<file path="src/rtl/gtp_drp_pkg.sv">
// Shared types and helpers for the GTPE2 DRP read-modify-write sequencer.
package gtp_drp_pkg;

   localparam int DRP_ADDR_W_GTPE2 = 9;

   // The merge helper is written at a fixed width. Callers zero-extend into it
   // and truncate the result back to their DRP data width.
   localparam int DRP_MERGE_W = 64;

   typedef enum logic [2:0] {
      ST_IDLE,
      ST_RD_ISSUE,
      ST_RD_WAIT,
      ST_WR_ISSUE,
      ST_WR_WAIT,
      ST_RESP
   } drp_state_e;

   // Bits set in mask come from wdata. All other bits keep the value read back.
   function automatic logic [DRP_MERGE_W-1:0] rmw_merge(
      input logic [DRP_MERGE_W-1:0] rd,
      input logic [DRP_MERGE_W-1:0] wdata,
      input logic [DRP_MERGE_W-1:0] mask
   );
      return (rd & ~mask) | (wdata & mask);
   endfunction

endpackage

</file>
<file path="src/rtl/gtp_drp_timeout_cnt.sv">
// DRPRDY wait counter: cleared on load, counts while enabled, flags the last
// allowed wait cycle.
module gtp_drp_timeout_cnt #(
   parameter int TIMEOUT_CYCLES = 64
) (
   input  logic clk,
   input  logic rst_n,
   input  logic load,
   input  logic en,
   output logic expired
);

   localparam int CNT_W = $clog2(TIMEOUT_CYCLES);
   localparam logic [CNT_W-1:0] LAST = CNT_W'(TIMEOUT_CYCLES - 1);

   logic [CNT_W-1:0] cnt_q, cnt_d;

   // Clear on issue, count each wait cycle, hold at the terminal value.
   always_comb begin
      cnt_d = cnt_q;
      if (load) begin
         cnt_d = '0;
      end else if (en && (cnt_q != LAST)) begin
         cnt_d = cnt_q + CNT_W'(1);
      end
   end

   // Counter register with synchronous reset.
   always_ff @(posedge clk) begin
      if (!rst_n) cnt_q <= '0;
      else        cnt_q <= cnt_d;
   end

   assign expired = (cnt_q == LAST);

endmodule

</file>
<file path="src/rtl/gtp_drp_rmw_sequencer.sv">
// DRP master for N GTPE2 slaves: plain reads and masked read-modify-writes,
// with DRPRDY timeout and a saturating error counter.
//
//  state        | meaning
//  -------------+-----------------------------------------------------
//  ST_IDLE      | ready for a request
//  ST_RD_ISSUE  | DRPEN pulse for the read
//  ST_RD_WAIT   | waiting for DRPRDY. The read data is captured on the rdy cycle.
//  ST_WR_ISSUE  | DRPEN+DRPWE pulse carrying the merged data
//  ST_WR_WAIT   | waiting for DRPRDY of the write
//  ST_RESP      | response held until rsp_ready
module gtp_drp_rmw_sequencer
   import gtp_drp_pkg::*;
#(
   parameter int  N_CHANNELS     = 4,
   parameter int  ADDR_W         = DRP_ADDR_W_GTPE2,
   parameter int  DATA_W         = 16,
   parameter int  TIMEOUT_CYCLES = 64,
   localparam int CH_W           = (N_CHANNELS > 1) ? $clog2(N_CHANNELS) : 1
) (
   input  logic                         clk,
   input  logic                         rst_n,
   input  logic                         req_valid,
   output logic                         req_ready,
   input  logic [CH_W-1:0]              req_ch,
   input  logic                         req_write,
   input  logic [ADDR_W-1:0]            req_addr,
   input  logic [DATA_W-1:0]            req_wdata,
   input  logic [DATA_W-1:0]            req_mask,
   output logic                         rsp_valid,
   input  logic                         rsp_ready,
   output logic [DATA_W-1:0]            rsp_rdata,
   output logic                         rsp_err,
   output logic                         busy,
   output logic [7:0]                   err_count,
   output logic [N_CHANNELS-1:0]        drp_en,
   output logic [N_CHANNELS-1:0]        drp_we,
   output logic [ADDR_W-1:0]            drp_addr,
   output logic [DATA_W-1:0]            drp_di,
   input  logic [N_CHANNELS*DATA_W-1:0] drp_do,
   input  logic [N_CHANNELS-1:0]        drp_rdy
);

   drp_state_e            state_q, state_d;
   logic [CH_W-1:0]       ch_q, ch_d;
   logic                  write_q, write_d;
   logic [ADDR_W-1:0]     addr_q, addr_d;
   logic [DATA_W-1:0]     wdata_q, wdata_d;
   logic [DATA_W-1:0]     mask_q, mask_d;
   logic [DATA_W-1:0]     data_q, data_d;
   logic                  err_q, err_d;
   logic [7:0]            err_cnt_q, err_cnt_d;

   logic [N_CHANNELS-1:0] ch_sel;
   logic                  rdy_sel;
   logic [DATA_W-1:0]     do_sel;
   logic                  in_issue, in_wait, to_expired;

   // Decode the latched channel and pick out its DRPRDY and DRPDO.
   always_comb begin
      ch_sel  = '0;
      rdy_sel = 1'b0;
      do_sel  = '0;
      for (int k = 0; k < N_CHANNELS; k++) begin
         if (ch_q == CH_W'(k)) begin
            ch_sel[k] = 1'b1;
            rdy_sel   = drp_rdy[k];
            do_sel    = drp_do[k*DATA_W +: DATA_W];
         end
      end
   end

   assign in_issue = (state_q == ST_RD_ISSUE) || (state_q == ST_WR_ISSUE);
   assign in_wait  = (state_q == ST_RD_WAIT)  || (state_q == ST_WR_WAIT);

   gtp_drp_timeout_cnt #(
      .TIMEOUT_CYCLES (TIMEOUT_CYCLES)
   ) u_timeout (
      .clk     (clk),
      .rst_n   (rst_n),
      .load    (in_issue),
      .en      (in_wait),
      .expired (to_expired)
   );

   // Next-state and datapath. In a wait state, DRPRDY on the timeout boundary
   // counts as success.
   always_comb begin
      state_d   = state_q;
      ch_d      = ch_q;
      write_d   = write_q;
      addr_d    = addr_q;
      wdata_d   = wdata_q;
      mask_d    = mask_q;
      data_d    = data_q;
      err_d     = err_q;
      err_cnt_d = err_cnt_q;
      case (state_q)
         ST_IDLE: begin
            if (req_valid) begin
               ch_d    = req_ch;
               write_d = req_write;
               addr_d  = req_addr;
               wdata_d = req_wdata;
               mask_d  = req_mask;
               err_d   = 1'b0;
               data_d  = '0;
               if (int'(req_ch) >= N_CHANNELS) begin
                  err_d   = 1'b1;
                  state_d = ST_RESP;
               end else if (req_write && (&req_mask)) begin
                  data_d  = req_wdata;
                  state_d = ST_WR_ISSUE;
               end else begin
                  state_d = ST_RD_ISSUE;
               end
            end
         end
         ST_RD_ISSUE: state_d = ST_RD_WAIT;
         ST_WR_ISSUE: state_d = ST_WR_WAIT;
         ST_RD_WAIT, ST_WR_WAIT: begin
            if (rdy_sel) begin
               if (state_q == ST_WR_WAIT) begin
                  state_d = ST_RESP;
               end else if (write_q) begin
                  data_d  = DATA_W'(rmw_merge(DRP_MERGE_W'(do_sel),
                                              DRP_MERGE_W'(wdata_q),
                                              DRP_MERGE_W'(mask_q)));
                  state_d = ST_WR_ISSUE;
               end else begin
                  data_d  = do_sel;
                  state_d = ST_RESP;
               end
            end else if (to_expired) begin
               data_d  = '0;
               err_d   = 1'b1;
               state_d = ST_RESP;
               if (err_cnt_q != 8'hFF) err_cnt_d = err_cnt_q + 8'd1;
            end
         end
         ST_RESP: if (rsp_ready) state_d = ST_IDLE;
         default: state_d = ST_IDLE;
      endcase
   end

   // State and datapath registers with synchronous reset.
   always_ff @(posedge clk) begin
      if (!rst_n) begin
         state_q   <= ST_IDLE;
         ch_q      <= '0;
         write_q   <= 1'b0;
         addr_q    <= '0;
         wdata_q   <= '0;
         mask_q    <= '0;
         data_q    <= '0;
         err_q     <= 1'b0;
         err_cnt_q <= '0;
      end else begin
         state_q   <= state_d;
         ch_q      <= ch_d;
         write_q   <= write_d;
         addr_q    <= addr_d;
         wdata_q   <= wdata_d;
         mask_q    <= mask_d;
         data_q    <= data_d;
         err_q     <= err_d;
         err_cnt_q <= err_cnt_d;
      end
   end

   // req_ready is gated with rst_n so that every output is low while reset is held.
   assign req_ready = rst_n && (state_q == ST_IDLE);
   assign busy      = (state_q != ST_IDLE);
   assign drp_en    = in_issue ? ch_sel : '0;
   assign drp_we    = (state_q == ST_WR_ISSUE) ? ch_sel : '0;
   assign drp_addr  = (in_issue || in_wait) ? addr_q : '0;
   assign drp_di    = (state_q == ST_WR_ISSUE) ? data_q : '0;
   assign rsp_valid = (state_q == ST_RESP);
   assign rsp_rdata = rsp_valid ? data_q : '0;
   assign rsp_err   = rsp_valid && err_q;
   assign err_count = err_cnt_q;

endmodule
</file>
<file path="config.mk">
export PLATFORM = sky130hd
export DESIGN_NAME = gtp_drp_rmw_sequencer
export DESIGN_NICKNAME = d
export VERILOG_FILES = /design/src/rtl/gtp_drp_pkg.sv /design/src/rtl/gtp_drp_timeout_cnt.sv /design/src/rtl/gtp_drp_rmw_sequencer.sv
export SDC_FILE = /design/constraint.sdc
export NUM_CORES = 1
export LEC_CHECK = 0
export CAP_MARGIN = 40
export CELL_PAD_IN_SITES_DETAIL_PLACEMENT = 0
export CELL_PAD_IN_SITES_GLOBAL_PLACEMENT = 1
export CORE_MARGIN = 5
export CORE_UTILIZATION = 33
export DETAILED_ROUTE_END_ITERATION = 16
export GPL_TIMING_DRIVEN = 0
export PLACE_DENSITY_LB_ADDON = 0.15
export SETUP_SLACK_MARGIN = 0.15
export SLEW_MARGIN = 10
export SYNTH_ARGS = -nofsm -noshare
export SYNTH_HDL_FRONTEND = slang
export SYNTH_SLANG_ARGS = --single-unit
</file>
<file path="constraint.sdc">
create_clock -name clk -period 3.5 [get_ports clk]
set_input_delay 0.7 -clock clk [delete_from_list [all_inputs] [get_ports clk]]
set_output_delay 0.7 -clock clk [all_outputs]
set_load 0.1 [all_outputs]
</file>
# Word level (Yosys, flattened, before mapping)
# Cells that the tools add are included.
# word_totals
ff_bits	78
inputBits	116
wordCells	90
output_inout_bits	61
# classes
add_sub_neg	2
n_reduce_logical	19
muxes	36
eq_ne	17
bitwise_logic	6
# op_table
operator	n
$mux W16	12
$and A16 B16 Y16	2
$pmux W16 S2	1
$mux W3	6
$not A16 Y16	1
$or A16 B16 Y16	1
$reduce_and A16 Y1	1
$pmux W3 S5	1
$reduce_and A4 Y1	3
$mux W1	11
$mux W9	1
$add A8 B1 Y8 const B	1
$mux W4	2
$ne A8 B8 Y1 const B	1
$add A6 B1 Y6 const B	1
$eq A3 B2 Y1 const B	2
$eq A3 B3 Y1 const B	2
$eq A6 B6 Y1 const B	1
$ne A2 B2 Y1 const B	3
$ne A3 B3 Y1 const B	2
$ne A6 B6 Y1 const B	1
$eq A2 B2 Y1 const B	2
$logic_and A1 B1 Y1	4
$reduce_or A2 Y1	2
13 further kinds	16

# Longest topological paths before layout
# Gate-level depths: netlist of the first run.
# logic_depth
ltp_word	11
depth_mapped	8
ltp_nobuf	6

# By module
# Synthesis of the first run repeated with hierarchy kept, for this count alone.
# hier_totals
hier_cells	540
hier_area_um2	4344.2
# by_module_without_submodules
mod	instances	cells_per_inst	area_per_inst_um2	seq_area_each_um2
gtp_drp_rmw_sequencer	1	507	4042.6	1441.4
gtp_drp_timeout_cnt	1	33	301.5	120.1

# Worst setup path after synthesis of the first run
# Ideal clock, no wire load.
# synth_timing
kind	reg-to-output
startpoint	register state_q[2]
endpoint	output drp_we[0]
path_buffers	1
arrival_time_ps	2917
setup_slack_ps	-117
required_ps	2800
path_stages_with_launch	5
cell_sequence	dfxtp_1 buf_2 nor2_1 nand2_1 nor3_1
# synth_between
elab_chain_len	2
# synth_rtl
element	line_no	source
from (decl)	gtp_drp_rmw_sequencer.sv:44	drp_state_e state_q, state_d;
from (signal assigned)	gtp_drp_rmw_sequencer.sv:159	state_q <= state_d;
$eq A3 B2 Y1	gtp_drp_rmw_sequencer.sv:175	assign drp_we = (state_q == ST_WR_ISSUE) ? ch_sel : '0;
$mux W4	gtp_drp_rmw_sequencer.sv:175	
to (decl)	gtp_drp_rmw_sequencer.sv:37	output logic [N_CHANNELS-1:0] drp_we,
# Every way passes these cells.

# Final worst setup path of the first run
# layout_timing
startpoint	register state_q[0]
endpoint	output drp_addr[7]
# layout_between
elab_chain_len	4
elab_cells_between_ends	8
cone_classes	eq/ne (4); mux (1); reduce/logical (3)
# layout_rtl
element	line_no	source
$eq A3 B1 Y1, or another cell as far along	gtp_drp_rmw_sequencer.sv:73	assign in_issue = (state_q == ST_RD_ISSUE) || (state_q == ST_WR_ISSUE);
$logic_or A1 B1 Y1 (on tied branches)	gtp_drp_rmw_sequencer.sv:73, gtp_drp_rmw_sequencer.sv:74	
$logic_or A1 B1 Y1 *	gtp_drp_rmw_sequencer.sv:176	assign drp_addr = (in_issue || in_wait) ? addr_q : '0;
$mux W9 *	gtp_drp_rmw_sequencer.sv:176	
to (decl)	gtp_drp_rmw_sequencer.sv:38	output logic [ADDR_W-1:0] drp_addr,
# Mark *: on every way between the ends. The rest lies on a longest branch, timed or not.

==> results of run 1 <==
power by group through the flow:
stage | Clock (W) | Combinational, W | Sequential (W)
CTS | 0.00111 | 0.000992 | 0.00104
detailed placement | 0 | 0.000984 | 0.00105
global route | 0.00114 | 0.00107 | 0.00105
floorplan | 0 | 0.000596 | 0.00104
global placement | 0 | 0.000900 | 0.00105
finish | 0.00110 | 0.000987 | 0.00104
cell usage after synthesis (2+ instances only):
master and instances:
buf_6 4, ha_1 2, inv_1 6, buf_2 4, nor4b_1 2, xnor2_1 2, a21oi_1 85, and4_1 3
a21oi_2 14, nand3_1 22, dfxtp_1 78, o21ai_1 14, and2_1 29, o21ai_0 7, clkbuf_1 32, nand4_1 10
nor2_1 20, and3_1 19, nor3_1 4, mux4_2 17, nand2b_1 3, a21o_1 2, nor3b_1 2, nand2_1 137
xor2_1 6, or3_1 5
logic make-up after synthesis:
group,synth area share (%)
and+or+nand+nor,29.1
AOI/OAI and AO/OA,18.1
DFF,36.3
buffers and inverters,5.09
muxes,9.14
xor gates and xnor gates,1.63
adders and majority gates,0.582
per-layer routing:
metal / wire length, um / track usage [%]
met2: 7870 / 35.8
met3: 1160 / 4.45
met5: 0 / 0
met4: 221 / 5.89
met1: 6860 / 26.0
final cells by class:
type	instances	area, sq um
plain buffers	40	194
clock buffers	13	260
clock inverters	3	90.1
fillers	1168	5130
inverters	7	26.3
multi-input cells	425	2540
flip-flops and latches	78	1560
well taps	172	215
repair buffers	237	2700
state kept, by name, indices dropped and copies added, names as in the netlist:
register and count:
addr_q 9, ch_q 2, data_q 16, err_count 8, err_q 1, mask_q 16, state_q 3, u_timeout.cnt_q 6
wdata_q 16, write_q 1
stage by stage:
stage / utilization, % / instances / setup TNS, ps / setup WS [ps] / power (W)
2_1_floorplan: - / 551 / 0 / 164 / 0.00163
3_3_place_gp: 49.4 / 899 / -405 / -136 / 0.00195
3_5_place_dp: 56.8 / 960 / 0 / 0.958 / 0.00204
4_1_cts: 59.6 / 976 / 0 / 152 / 0.00314
5_1_grt: 59.6 / 975 / 0 / 151 / 0.00326
6_report: 59.6 / 975 / 0 / 292 / 0.00312
worst register-to-register path: cells and delay by family (launching register included):
family                    cells  cell delay [ps]
buffers and inverters         3              940
and+or+nand+nor               2              920
AOI/OAI and AO/OA             2              430
DFF                           1              300
xor gates and xnor gates      1              140
repair_timing:
action / in CTS / in global routing
setup endpoints to repair: 11 / 22
hold endpoints to repair: 0 / 0
resized for setup: 3 / 5
path summary, 6_finish.rpt:
kind,cells after the start,startpoint,endpoint
worst max register to register,8,state_q[2]$_SDFFE_PN0P_,data_q[7]$_SDFFE_PN0P_
worst max-delay path,8,state_q[0]$_SDFFE_PN0P_,drp_addr[7]
worst min register to register,2,addr_q[5]$_SDFFE_PN0P_,addr_q[5]$_SDFFE_PN0P_
worst min-delay path,2,addr_q[5]$_SDFFE_PN0P_,addr_q[5]$_SDFFE_PN0P_
==> summary.md, run 1 <==
| Metric | Value |
|---|---|
| Critical Path Sink Type | output pin |
| Root Driver | clkbuf_16 |
| Iteration-0 DRC Markers | 237 |
| Clock power frac | 35.2% |
| Clock slew at reported path FFs | 60 ps |
| Sequential Power Share | 33.2% |
| CP required | 2800 ps |
| Area Growth Syn to Fin | 76.5% |
| Unrepaired setup endpoints after global routing | no |
| Final global-route overflow total | 0 |
| Period minus WS final | 3210 ps |
| TritonCTS clock tree | done |
| CP cell instances | clkbuf_2 > nor3_2 > inv_1 > and3_1 > clkbuf_2 > and2_1 > clkdlybuf4s50_1 > buf_16 |
| Final hold viol count | 0 |
| Antenna fix cells | 0 |
| HP Class | reg -> reg |
| Seq/Total Area, Yosys | 36.3% |
| R2R Setup Slk | 710 ps |
| Crit path buf inv count | 5 |
| FMAX | 312 MHz |
| CP delay by family, top | buffers and inverters |
| Initial Util | 33.8% |
| Leakage | 2.83 nW |
| Post-CTS setup buffer count | 0 |
| Peak supply drop | 0.000190 V |
| Synth cell types | 48 |
| Horiz. Die Dim | 124 um |
| Largest stage delay, worst path | 500 ps |
| Post-CTS Hold Buffers | 0 |
| Post-synth top flop | dfxtp_1 |
| WP data arrival | 2510 ps |
| CP dominant cell by count | clkbuf_2 |
| CTS Buffer Depth | 2 |
| Vias/cell | 4.99 |
| Port bufs | 176 |
| DR vias | 4864 |
| Combinational fraction of design power | 31.6% |
| Post-layout instance area | 0.00759 sq mm |
| Vias in the first global route | 4840 |
| Post-synth top area share | 36.3% |
| Initial antenna violation count | 0 |
| Dpl cell area | 0.00723 sq mm |
| Switching Fraction | 31.8% |
| Worst Skew | 5.06 ps |
| Synth Net Count | 669 |
| DR DRC count | 0 |
| EDFF count, synth | 0 |
| Post-DRT Antenna Nets | 0 |
| Drt pass-1 iters | 5 |
| Worst rel slew slack | 46.4% |
| Cell Int Power | 0.00213 W |
| Startpoint types | flip-flop |
| Slew Viols, Final | 0 |
| Syn Std Cell Area | 0.00430 sq mm |
| Share of cells above drive strength 1 | 16.2% |
| Cell row count | 41 |
| Crit path max-delay cell type | clkdlybuf4s50_1 |
| Full die area | 0.0154 sq mm |
| Asr flop ratio synth | 0% |
| Clock sink count | 78 |
| Setup-failing EPs final | 0 |
| Top Ports | 177 |
| #FFs+latches synth | 78 |
| Synth top area cells | dfxtp_1 (36%), nand2_1 (12%), a21oi_1 (9.9%) |
| Syn Area/Cell | 7.80 sq um |
| Maxcap violations | 0 |
| First-pass GRT wire length | 24700 um |
| Worst-Skew Late Latency | 340 ps |
| Cts bufs inserted | 9 |
| Crit-path max FO | 10 |
| Htree depth | 3 |
| Fin crit share | 91.7% |
| Yosys warnings | 0 |
| Hold slack | 457 ps |
| Final Wtd Congestion | 0.824 |
| Die height | 124 um |
| Crit Path Category | reg -> out |
| Most common cell after layout, fill and taps aside | clkdlybuf4s50_1 |
| Sw Pwr | 0.000992 W |
| Largest area contributor in the synthesized netlist | dfxtp_1 |
| Final WL | 16100 um |
| Outcome | completed |
| Largest net degree at the start of global routing | 13 |
| Routed length per instance | 16.5 um |
| All-Layer GR Usage | 20.7% |
| Dpl hpwl | 13000 um |
| Pwr dens | 412 mW/mm^2 |
| Worst-margin pin slew | 805 ps |
| Most frequent cells in the layout | clkdlybuf4s50_1 (176), nand2_1 (137), a21oi_1 (85) |
| Core area | 0.0127 sq mm |
| Fin nets | 916 |
| Synth Instances | 551 |
Power figures use the tool's default switching activity.
==> run 2: changes to the inputs <==
--- a/config.mk
+++ b/config.mk
@@ -8,12 +8,12 @@
 export CAP_MARGIN = 40
 export CELL_PAD_IN_SITES_DETAIL_PLACEMENT = 0
 export CELL_PAD_IN_SITES_GLOBAL_PLACEMENT = 1
-export CORE_MARGIN = 5
 export CORE_UTILIZATION = 33
 export DETAILED_ROUTE_END_ITERATION = 16
 export GPL_TIMING_DRIVEN = 0
 export PLACE_DENSITY_LB_ADDON = 0.15
 export SETUP_SLACK_MARGIN = 0.15
+export SKIP_CTS_REPAIR_TIMING = 1
 export SLEW_MARGIN = 10
 export SYNTH_ARGS = -nofsm -noshare
 export SYNTH_HDL_FRONTEND = slang
==> run 2 against run 1 <==
Compared with the run above: combinational power barely moved; fmax down 1.4%; die area is 12% lower; worst hold slack about the same; clock power fell by 13%; register-to-register slack better by 20 ps; critical path type is now in -> out; largest cell class unchanged.
==> summary.md, run 2 (synthesis results as in run 1) <==
| Metric | Value |
|---|---|
| Htree depth | 3 |
| Fin crit share | 92.9% |
| Final hold viol count | 0 |
| Largest net degree at the start of global routing | 13 |
| CP required | 2800 ps |
| Most frequent cells in the layout | clkdlybuf4s50_1 (176), nand2_1 (137), a21oi_1 (85) |
| Reg2reg path depth | 8 |
| Worst Skew | 4.86 ps |
| First-pass GRT wire length | 23900 um |
| Cell row count | 41 |
| All-Layer GR Usage | 23.4% |
| Hold path endpoint | addr_q[6]$_SDFFE_PN0P_ |
| Worst rel slew slack | 51.1% |
| DR vias | 4912 |
| Drt pass-1 iters | 5 |
| Top Ports | 177 |
| Period minus WS final | 3250 ps |
| Core area | 0.0127 sq mm |
| Final WL | 15400 um |
| Routed length per instance | 15.8 um |
| Share of cells above drive strength 1 | 16.2% |
| Port bufs | 176 |
| Post-DRT Antenna Nets | 0 |
| Dpl hpwl | 12300 um |
| Setup-failing EPs final | 0 |
| Hold depth | 2 |
| Fin nets | 917 |
| Final Wtd Congestion | 0.864 |
| R2R Setup Slk | 730 ps |
| Startpoint types | input port |
| Vias/cell | 5.03 |
| Worst r2r dst | data_q[6]$_SDFFE_PN0P_ |
| Leakage | 2.80 nW |
| Pwr dens | 396 mW/mm^2 |
| Horiz. Die Dim | 116 um |
| Number of fill cells in the layout | 1146 |
| Full die area | 0.0135 sq mm |
| FMAX | 307 MHz |
| Final global-route overflow total | 0 |
| Clock slew at reported path FFs | 60 ps |
| Worst-Skew Late Latency | 340 ps |
| Root Driver | clkbuf_16 |
| FF-to-FF Start | state_q[2]$_SDFFE_PN0P_ |
| CP cell instances | clkdlybuf4s50_1 > inv_2 > clkbuf_1 > nor2_1 > clkdlybuf4s50_1 > buf_8 |
| Iteration-0 DRC Markers | 242 |
| Crit Path Category | in -> out |
| Area of the multi-input gates | 0.00254 sq mm |
| CTS Buffer Depth | 2 |
| TNS Setup | 0 ps |
| Hold_sp | addr_q[6]$_SDFFE_PN0P_ |
| Initial antenna violation count | 0 |
| Area Growth Syn to Fin | 74.9% |
| Die height | 116 um |
| Crit path max-delay cell type | clkdlybuf4s50_1 |
| Vias in the first global route | 4688 |
| Unrepaired setup endpoints after global routing | yes |
| Critical Path Sink Type | output pin |
| Initial Util | 33.9% |
| Crit-path max FO | 10 |
| DR DRC count | 0 |
| Largest stage delay, worst path | 470 ps |
| Dpl cell area | 0.00720 sq mm |
| Slew Viols, Final | 0 |
| Peak supply drop | 0.000235 V |
| Top Registers | data_q (16), mask_q (16), wdata_q (16) |
| CP dominant cell by count | clkdlybuf4s50_1 |
| Outcome | completed |
| Cts bufs inserted | 9 |
| TritonCTS clock tree | done |
| Clock sink count | 78 |
| Post-layout instance area | 0.00752 sq mm |
| WP data arrival | 2550 ps |
| Maxcap violations | 0 |
| HP Class | reg -> reg |
| Worst-margin pin slew | 727 ps |
| Most common cell after layout, fill and taps aside | clkdlybuf4s50_1 |
| Reg area | 0.00156 sq mm |
| Antenna fix cells | 0 |
==> run 2: changes by cell type in the layout (fill, tap and decap cells not counted), sizes merged <==
cell / change
clkinv: +3
bufinv: -2
==> run 2: where the power goes <==
part           switching [W]  internal, W  total, W
logic               0.000577     0.000409  0.000986
clock network       0.000367     0.000588  0.000955
registers          0.0000551     0.000982   0.00104
total               0.000999      0.00198   0.00298
==> run 2: cell type report <==
class                   instances  area share (%)
plain buffers                  41            2.61
clock buffers                  12            3.41
clock inverters                 4           0.599
inverters                       7           0.350
multi-input cells             425            33.8
flip-flops and latches         78            20.8
well taps                     172            2.86
repair buffers                237            35.6
==> run 2: how the worst max path moves through the flow <==
stage | start | end | slack [ps] | depth (start not counted)
floorplan | state_q[0]$_SDFFE_PN0P_ | req_ready | 160 | 4
global placement | rst_n | req_ready | -150 | 5
CTS | state_q[0]$_SDFFE_PN0P_ | drp_addr[5] | -50 | 8
finish | rst_n | req_ready | 250 | 6
detailed placement | req_mask[3] | data_q[7]$_SDFFE_PN0P_ | 60 | 7
global route | state_q[0]$_SDFFE_PN0P_ | drp_addr[2] | 130 | 8
==> run 2: stage by stage <==
step	utilization, %	hold WS (ps)	setup WS [ps]	total power, W	cells
floorplan	-	432	164	0.00163	551
global placement	49.6	439	-152	0.00195	899
detailed placement	56.8	448	64.0	0.00203	960
CTS	59.2	458	-47.9	0.00298	976
global route	59.3	471	134	0.00312	976
finish	59.3	456	247	0.00298	976
==> run 2: routing by layer <==
layer | part of all wire, % | wire, um | up-vias | GRT usage (%)
met2 | 47 | 7290 | 211 | 38.7
met1 | 43 | 6680 | 2260 | 31.0
met4 | 2.1 | 320 | 0 | 8.97
met5 | 0 | 0 | - | 0
met3 | 7.1 | 1100 | 24 | 3.17
li1 | - | - | 2417 | -
==> run 2: critical path, delay by kind of cell <==
family / cells / cell delay [ps]
buffers and inverters: 5 / 1730
AND/OR/NAND/NOR: 1 / 110
==> run 3: changes to the inputs <==
==> constraint.sdc (replaced) <==
create_clock -name clk -period 3.5 [get_ports clk]
set_input_delay 0.525 -clock clk [delete_from_list [all_inputs] [get_ports clk]]
set_output_delay 0.525 -clock clk [all_outputs]
set_load 0.1 [all_outputs]
==> run 3 against run 2 <==
Compared with the run above: largest power group unchanged; sequential share of layout area is essentially flat; cell count unchanged; routed wire length rose by 0.58%; critical path type is now reg -> out; largest cell class unchanged; critical endpoint is now drp_addr[8].
==> summary.md, run 3 (synthesis results as in run 1) <==
| Metric | Value |
|---|---|
| Final hold viol count | 0 |
| Top Ports | 177 |
| Worst rel slew slack | 51.0% |
| Most frequent cells in the layout | clkdlybuf4s50_1 (176), nand2_1 (137), a21oi_1 (85) |
| Hold depth | 2 |
| Maxcap violations | 0 |
| Clock sink count | 78 |
| Leakage | 2.79 nW |
| Share of cells above drive strength 1 | 15.7% |
| First-pass GRT wire length | 23700 um |
| Dpl cell area | 0.00720 sq mm |
| Worst-Skew Late Latency | 340 ps |
| Hold_sp | addr_q[5]$_SDFFE_PN0P_ |
| Port bufs | 176 |
| Period minus WS final | 3140 ps |
| Dpl ws | 218 ps |
| CTS Buffer Depth | 2 |
| Switching Fraction | 33.4% |
| Routed length per instance | 15.9 um |
| FMAX | 318 MHz |
| Initial antenna violation count | 0 |
| Cts bufs inserted | 9 |
| Largest net degree at the start of global routing | 14 |
| Iteration-0 DRC Markers | 347 |
| Outcome | completed |
| Top Registers | data_q (16), mask_q (16), wdata_q (16) |
| Sw Pwr | 0.00101 W |
| Die height | 116 um |
| Final WL | 15500 um |
| Core area | 0.0127 sq mm |
| Number of fill cells in the layout | 1137 |
| Clock slew at reported path FFs | 60 ps |
| Htree depth | 3 |
| Fin crit share | 89.9% |
| Drt pass-1 iters | 5 |
| HP Class | reg -> reg |
| Reg2reg path depth | 8 |
| WP data arrival | 2620 ps |
| Worst r2r dst | data_q[7]$_SDFFE_PN0P_ |
| Antenna fix cells | 0 |
| Root Driver | clkbuf_16 |
| Full die area | 0.0135 sq mm |
| R2R Setup Slk | 730 ps |
| Critical Path Sink Type | output pin |
| Peak supply drop | 0.000237 V |
| Area Growth Syn to Fin | 74.9% |
| Setup-failing EPs final | 0 |
| DR DRC count | 0 |
| Worst Skew | 9.40 ps |
| Cell Int Power | 0.00201 W |
| CP required | 2970 ps |
| Worst-margin pin slew | 729 ps |
| Vias in the first global route | 4615 |
| Fin nets | 917 |
| Dpl hpwl | 12300 um |
| Final Wtd Congestion | 0.851 |
| Final worst slack | 355 ps |
| Sequential Power Share | 34.3% |
| Hold slack | 452 ps |
| Clock power frac | 33.3% |
| Post-layout instance area | 0.00752 sq mm |
| Unrepaired setup endpoints after global routing | no |
| TNS Setup | 0 ps |
| Hold path endpoint | addr_q[5]$_SDFFE_PN0P_ |
| Slew Viols, Final | 0 |
| Final global-route overflow total | 0 |
| DR vias | 4856 |
| Most common cell after layout, fill and taps aside | clkdlybuf4s50_1 |
| Combinational fraction of design power | 32.5% |
| Initial Util | 33.9% |
| Startpoint types | flip-flop |
| Horiz. Die Dim | 116 um |
| Post-DRT Antenna Nets | 0 |
| Cell row count | 41 |
| Pwr dens | 402 mW/mm^2 |
| Crit Path Category | reg -> out |
| Crit-path max FO | 10 |
| Vias/cell | 4.98 |
| All-Layer GR Usage | 23.3% |
| FF-to-FF Start | state_q[2]$_SDFFE_PN0P_ |
| TritonCTS clock tree | done |
-- run 3: power by group through the flow --
stage	registers, W	clock network (W)	logic, W
after floorplan	0.00104	0	0.000596
after global placement	0.00105	0	0.000901
after detailed placement	0.00105	0	0.000979
after CTS	0.00103	0.00102	0.000982
after global routing	0.00105	0.00105	0.00106
final	0.00104	0.00100	0.000981
-- run 3: metrics by stage --
step / cells / util [%] / power, W
floorplan: 551 / - / 0.00163
global placement: 899 / 49.6 / 0.00195
detailed placement: 960 / 56.8 / 0.00203
CTS: 976 / 59.3 / 0.00304
global route: 976 / 59.4 / 0.00316
finish: 976 / 59.4 / 0.00302
-- run 3: final cells by class --
class | count | area, sq um | area share [%]
multi-input combinational | 425 | 2530 | 33.7
tap | 172 | 215 | 2.86
clock inverter | 6 | 86.3 | 1.15
sequential | 78 | 1560 | 20.8
inverter | 7 | 26.3 | 0.349
clock buffer | 10 | 229 | 3.04
timing repair buffer | 237 | 2680 | 35.6
buffer | 41 | 194 | 2.58
-- run 3: worst max-delay path: stages (launching register included) --
cell and delay (ps):
dfxtp_1 330, clkbuf_2 240, nor3_1 110, inv_1 130
and3_1 190, clkbuf_1 350, and2_1 210, clkdlybuf4s50_1 530
buf_8 210
-- run 3: routing by layer --
metal  share of wire [%]  up-vias  GRT usage, %
met5                   0        -             0
met1                  45     2232          30.7
met3                 5.9       15          3.27
li1                    -     2424             -
met2                  47      185          39.3
met4                 1.5        0          7.61
-- run 3: how the worst max path moves through the flow --
| stage | start | end | slack [ps] | cells after the start |
|---|---|---|---|---|
| 6_report | state_q[0]$_SDFFE_PN0P_ | drp_addr[8] | 360 | 8 |
| 5_1_grt | state_q[0]$_SDFFE_PN0P_ | drp_addr[7] | 190 | 8 |
| 4_1_cts | state_q[0]$_SDFFE_PN0P_ | drp_addr[7] | 150 | 8 |
| 3_5_place_dp | req_mask[3] | data_q[7]$_SDFFE_PN0P_ | 220 | 7 |
| 3_3_place_gp | state_q[0]$_SDFFE_PN0P_ | drp_addr[2] | 120 | 7 |
| 2_1_floorplan | state_q[1]$_SDFFE_PN0P_ | rsp_rdata[10] | 280 | 5 |
